--- src/rtl/rf_access_sequencer.sv ---
// rf_access_sequencer: grants one register-file access per cycle. The grant
// goes to one of two writeback sources or to a single operand-fetch reader.
// A1 is shared between the write address and read address 1. A bounded
// write-streak counter keeps a pending read from waiting forever.
module rf_access_sequencer #(
  parameter int N             = 32,
  parameter int MAX_WR_STREAK = 3
) (
  input  logic         clk,
  input  logic         reset,
  input  logic         wr0_valid,
  input  logic [4:0]   wr0_addr,
  input  logic [N-1:0] wr0_data,
  output logic         wr0_ready,
  input  logic         wr1_valid,
  input  logic [4:0]   wr1_addr,
  input  logic [N-1:0] wr1_data,
  output logic         wr1_ready,
  input  logic         rd_valid,
  input  logic [4:0]   rd_a1,
  input  logic [4:0]   rd_a2,
  output logic         rd_ready,
  output logic         rsp_valid,
  output logic [N-1:0] rsp_rd1,
  output logic [N-1:0] rsp_rd2,
  output logic         rf_we,
  output logic [4:0]   rf_a1,
  output logic [4:0]   rf_a2,
  output logic [N-1:0] rf_wd,
  input  logic [N-1:0] rf_rd1,
  input  logic [N-1:0] rf_rd2
);

  localparam int SW = $clog2(MAX_WR_STREAK + 1);
  localparam logic [SW-1:0] STREAK_MAX = SW'(MAX_WR_STREAK);

  typedef enum logic [1:0] {
    GNT_IDLE,
    GNT_WR0,
    GNT_WR1,
    GNT_RD
  } grant_e;

  grant_e        grant;
  logic          rr_ptr;   // 0: wr0 wins the next tie, 1: wr1 wins
  logic [SW-1:0] streak;   // write grants in a row while a read waited

  // Choose this cycle's single grant: forced read, then writes, then read.
  always_comb begin
    // NOTE: every always_comb output gets a default first, so no path can
    // leave it unassigned and infer a latch.
    grant = GNT_IDLE;
    if (reset) begin
      grant = GNT_IDLE;
    end else if (rd_valid && (streak == STREAK_MAX)) begin
      grant = GNT_RD;
    end else if (wr0_valid && wr1_valid) begin
      grant = rr_ptr ? GNT_WR1 : GNT_WR0;
    end else if (wr0_valid) begin
      grant = GNT_WR0;
    end else if (wr1_valid) begin
      grant = GNT_WR1;
    end else if (rd_valid) begin
      grant = GNT_RD;
    end
  end

  // Decode the grant into handshakes and the register-file port drive.
  always_comb begin
    wr0_ready = (grant == GNT_WR0);
    wr1_ready = (grant == GNT_WR1);
    rd_ready  = (grant == GNT_RD);
    rf_we     = 1'b0;
    rf_a1     = rd_a1;
    rf_a2     = rd_a2;
    rf_wd     = '0;
    case (grant)
      GNT_WR0: begin
        rf_we = 1'b1;
        rf_a1 = wr0_addr;
        rf_wd = wr0_data;
      end
      GNT_WR1: begin
        rf_we = 1'b1;
        rf_a1 = wr1_addr;
        rf_wd = wr1_data;
      end
      default: ;
    endcase
  end

  // Round-robin pointer, write-streak counter and registered read response.
  always_ff @(posedge clk or posedge reset) begin
    // NOTE: sequential state uses non-blocking assignments, so every flop
    // samples the pre-edge values regardless of statement order.
    if (reset) begin
      rr_ptr    <= 1'b0;
      streak    <= '0;
      rsp_valid <= 1'b0;
      rsp_rd1   <= '0;
      rsp_rd2   <= '0;
    end else begin
      rsp_valid <= (grant == GNT_RD);
      if (grant == GNT_RD) begin
        rsp_rd1 <= rf_rd1;
        rsp_rd2 <= rf_rd2;
      end

      if (grant == GNT_WR0) begin
        rr_ptr <= 1'b1;
      end else if (grant == GNT_WR1) begin
        rr_ptr <= 1'b0;
      end

      if (!rd_valid || (grant == GNT_RD)) begin
        streak <= '0;
      end else if ((grant == GNT_WR0 || grant == GNT_WR1) && (streak != STREAK_MAX)) begin
        streak <= streak + SW'(1);
      end
    end
  end

endmodule

--- config.mk ---
export PLATFORM = sky130hd
export DESIGN_NAME = rf_access_sequencer
export DESIGN_NICKNAME = d
export VERILOG_FILES = /design/src/rtl/rf_access_sequencer.sv
export SDC_FILE = /design/constraint.sdc
export NUM_CORES = 1
export LEC_CHECK = 0
export ABC_AREA = 1
export BUFFER_PORTS_ARGS = -buffer_cell sky130_fd_sc_hd__buf_2
export CELL_PAD_IN_SITES_DETAIL_PLACEMENT = 0
export CELL_PAD_IN_SITES_GLOBAL_PLACEMENT = 1
export CORE_ASPECT_RATIO = 0.6
export CORE_MARGIN = 1.5
export CORE_UTILIZATION = 26
export CTS_BUF_LIST = sky130_fd_sc_hd__clkbuf_4 sky130_fd_sc_hd__clkbuf_8 sky130_fd_sc_hd__clkbuf_16
export CTS_CLUSTER_DIAMETER = 40
export DETAILED_ROUTE_END_ITERATION = 6
export PLACE_DENSITY_LB_ADDON = 0.1
export SYNTH_ARGS = -nofsm -noshare
export SYNTH_HDL_FRONTEND = slang
export SYNTH_SLANG_ARGS = --single-unit
--- constraint.sdc ---
create_clock -name clk -period 4.29 [get_ports clk]
set_input_delay 0.858 -clock clk [delete_from_list [all_inputs] [get_ports clk]]
set_output_delay 0.858 -clock clk [all_outputs]
set_load 0.03 [all_outputs]
-- Word level (Yosys, flattened, before mapping)
Cells that the tools add are included.
- register bits after elaboration: 68
- bits of input ports: 153
- output and inout bits: 111
- add/subtract/negate cells: 1
- eq/ne operators: 5
- multiplexer cells: 14
- reduce and logical (&&, ||, !) cells: 9
- operators by type and width (cell ; number):
    $pmux 32 s2 ; 1
    $mux 2 ; 9
    $pmux 5 s2 ; 1
    $eq 2x2->1 const B ; 3
    $reduce_bool 2->1 ; 2
    $logic_and 1x1->1 ; 3
    $mux 1 ; 3
    $add 2x1->2 const B ; 1
    $eq 2x1->1 const B ; 1
    $logic_or 1x1->1 ; 2
    $ne 2x2->1 const B ; 1
    $reduce_or 2->1 ; 1
    $logic_not 1->1 ; 1

-- Longest topological paths before layout
- depth after elaboration: 11
- depth in mapped cells: 11

-- Worst setup path after synthesis
No wires, ideal clock.
- path type: input to output
- start point: in reset
- end point: out rf_a1[0]
- data arrival time: 3.367 ns
- data required time: 3.432 ns
- path slack: 0.065 ns
- stages: 6
- path buffers: 0
- path through: inv_1 nand3_1 nand2_1 inv_1 nand2_1 nand3_1
- word-level cells in the longest chain between the ends: 3
- elaborated cells on any way between the ends: 4
- ends and longest elaborated chain (what ; line ; source):
    from (decl) ; 10 ; input logic reset,
    $mux 2 (*) ; 53 ; if (reset) begin
    $eq 2x2->1 or $eq 2x1->1 (tied branches) ; 77 ; case (grant)
    $pmux 5 s2 (*) ; 77 ;
    to (decl) ; 27 ; output logic [4:0] rf_a1,
Every way passes the cells marked *; elsewhere a longest branch is shown, timed or not.

-- Worst setup path after layout
- start point: in rd_valid
- end point: out rf_wd[10]
- word-level cells in the longest chain between the ends: 8
- elaborated cells on any way between the ends: 10
- ends and longest elaborated chain (what ; line ; source):
    from (decl) ; 19 ; input logic rd_valid,
    $mux 2 ; 63 ; end else if (rd_valid) begin
    $mux 2 ; 61 ; end else if (wr1_valid) begin
    $mux 2 ; 59 ; end else if (wr0_valid) begin
    $mux 2 ; 57 ; end else if (wr0_valid && wr1_valid) begin
    $mux 2 (*) ; 55 ; end else if (rd_valid && (streak == STREAK_MAX)) begin
    $mux 2 (*) ; 53 ;
    $eq 2x2->1 or $eq 2x1->1 (tied branches) ; 77 ;
    $pmux 32 s2 (*) ; 77 ;
    to (decl) ; 29 ; output logic [N-1:0] rf_wd,
Marked as above.

==> qor.txt <==
Clk Tree Root Cell -> clkbuf_16
Setup-failing EPs final -> 0
number of enable flip-flop cells after synthesis -> 0
met1 WL -> 4830 um
via count -> 3316
DIE HEIGHT -> 90.0 um
Clock Sinks -> 68
startpoint types -> input pin
first-pass GRT wire length -> 16500 um
max-slew violations -> 0
Final Hold Fails -> 0
net load switching power -> 1.12 mW
nets -> 779
max cap viols -> 0
H-tree Lvls -> 3
Resize count post-CTS -> 0
Initial Util -> 26.9%
CP required -> 3.43 ns
Clk pwr share -> 28.3%
number of port buffers -> 253
Max IR drop VDD -> 0.234 mV
Final ANT Viol Nets -> 0
worst path arrival time -> 2.36 ns
achievable frequency -> 311 MHz
Setup TNS -> 0 ns
CTS Buffer Depth -> 2
# rows -> 31
Worst Path Max Fanout -> 38
Num CTS Buffers -> 9
final WL -> 10500 um
antenna cells -> 0
met2 WL -> 4680 um
slew margin rel. -> 49.9%
most common cell in the netlist -> nand2_1
Top FF cell, synth -> dfrtp_1
gr ovfl total -> 0
Post-Synthesis Cells -> 383
CTS tree -> yes
initial antenna violation count -> 0
Reg-to-Reg End -> streak[0]$_DFFE_PP0P_
period utilisation layout -> 74.9%
drt via density -> 4.17
kind of end point of the critical path -> output port
Hold Crit Depth -> 2
Seq/Total Area, Yosys -> 51.9%
top cells by count, synth -> 214 x nand2_1, 68 x dfrtp_1, 32 x a22o_1, 16 x buf_6, 11 x nand2_2
FF-to-FF setup slack -> 2.05 ns
Post-CTS Hold Buffers -> 0
#FFs+latches synth -> 68
final core utilization -> 39.7%
overall power -> 2.76 mW
Worst Hold End -> rsp_rd2[11]$_DFFE_PP0P_
WL met3 -> 871 um
top sig layer -> met4
Total GRT Usage -> 15.6%
synth warn -> 0
Post-CTS Setup Repair Bufs -> 0
unrepaired setup endpoints after global routing -> no
DPL Wire Length -> 7590 um
Die ar. -> 13300 um2
r2r startpoint -> streak[0]$_DFFE_PP0P_
chip width -> 148 um
Worst Tran Pin Value -> 0.751 ns
Pleak -> 2.95 nW
Worst Clk Skew -> 0.00423 ns
Cell variety after synth -> 18
Int Pwr -> 1.65 mW
sequential share of power -> 33.5%
Synth top area share -> 51.9%
Post-synth ARST share -> 100%
syn_area_per_cell -> 8.56 um2
Detailed Routing Iterations Pass 1 -> 4
worst min-delay path class -> register to register
cell area after synthesis -> 3280 um2
core area -> 12200 um2
clk slew on worst S/H paths -> 0.06 ns
Comb power frac -> 38.2%
PwrDens -> 571 nW/um2
status -> completed
clk_lat worst skew -> 0.32 ns
share of cells above drive strength 1 -> 46.5%
min-delay src -> rsp_rd2[11]$_DFFE_PP0P_
Tmin final -> 3.21 ns
largest net degree at the start of global routing -> 66
switching part of the total power -> 40.4%
largest cells by area after synthesis -> dfrtp_1 52%, nand2_1 24%, a22o_1 8.5%
critical setup path kind -> input pin to output port
Register-to-Register Path Depth -> 12
Synth area leader -> dfrtp_1
wire per inst -> 13.2 um
Synth Net Count -> 537
area grow syn2layout -> 47.5%
DRC errors left -> 0
# IOs -> 264
routability cong. -> 0.856
vias in the first global route -> 3175
initial DRC count -> 87
==> layout by cell type, fill, tap and decap left out <==
master	netlist	final
buf_2	3	253
nand2_1	214	213
dfrtp_1	68	68
a22o_1	32	32
nand2_2	11	12
clkbuf_16	0	9
nand3_1	8	8
inv_1	8	7
nor2_1	5	5
buf_4	6	5
inv_2	2	3
clkinv_2	0	3
nor2_2	2	2
a21oi_1	2	2
bufinv_16	0	2
nand3_2	1	1
o21ai_0	1	1
a21oi_2	1	1
ha_1	1	1
clkinvlp_4	0	1
clkinv_4	0	1
==> flip-flops by register name, indices dropped and copies added (netlist names) <==
signal,count
rsp_valid,1
rr_ptr,1
rsp_rd2,32
streak,2
rsp_rd1,32
==> kinds of logic after synthesis <==
family | synth area share, %
AND/OR/NAND/NOR | 29.1
flip-flops | 51.9
buffers and inverters | 9.39
AO/OA/AOI/OAI | 9.27
adder cells (fa/ha/maj) | 0.381
==> critical path: stages <==
cell and delay, ns:
buf_2 0.13, nand2_1 0.11, inv_1 0.06, a21oi_2 0.15, nand2_2 0.10, inv_2 0.47, a22o_1 0.25, buf_2 0.21
==> power groups by stage <==
stage          sequential, mW  clock [mW]  combinational [mW]
2_1_floorplan            1.30           0               0.362
3_3_place_gp            0.933           0                1.06
3_5_place_dp            0.933           0                1.07
4_1_cts                 0.927       0.808                1.07
5_1_grt                 0.950       0.839                1.14
6_report                0.925       0.783                1.05
==> metal layers <==
layer | GRT usage [%] | vias to the layer above
met5 | 0 | -
met4 | 3.71 | 0
met3 | 5.28 | 13
met2 | 24.1 | 128
met1 | 21.0 | 1488
li1 | - | 1687
==> final cells by class <==
| class | count | area, um2 |
|---|---|---|
| clock buffers | 9 | 225 |
| clock inverters | 7 | 91.3 |
| fillers | 1301 | 7340 |
| inverters | 10 | 37.5 |
| multi-input cells | 278 | 1270 |
| flip-flops and latches | 68 | 1700 |
| well taps | 165 | 206 |
| repair buffers | 258 | 1300 |
==> worst max path at each step <==
stage	to	start	depth (start not counted)
final	rf_wd[10]	rd_valid	8
after global routing	rf_a1[4]	streak[0]$_DFFE_PP0P_	9
after CTS	rf_wd[10]	rd_valid	8
after detailed placement	rf_wd[10]	rd_valid	8
after global placement	rf_wd[10]	wr0_valid	8
after floorplan	rf_a1[0]	reset	6
==> through the flow <==
stage                     worst slack (ns)  hold slack [ns]  area (um2)  std cells
after global routing                 0.887            0.492        4840        795
after global placement                1.07            0.456        4520        779
after floorplan                     0.0652            0.463        3280        383
after CTS                             1.06            0.475        4840        795
after detailed placement              1.08            0.459        4520        779
final                                 1.08            0.471        4840        795
Power figures use the tool's default switching activity.
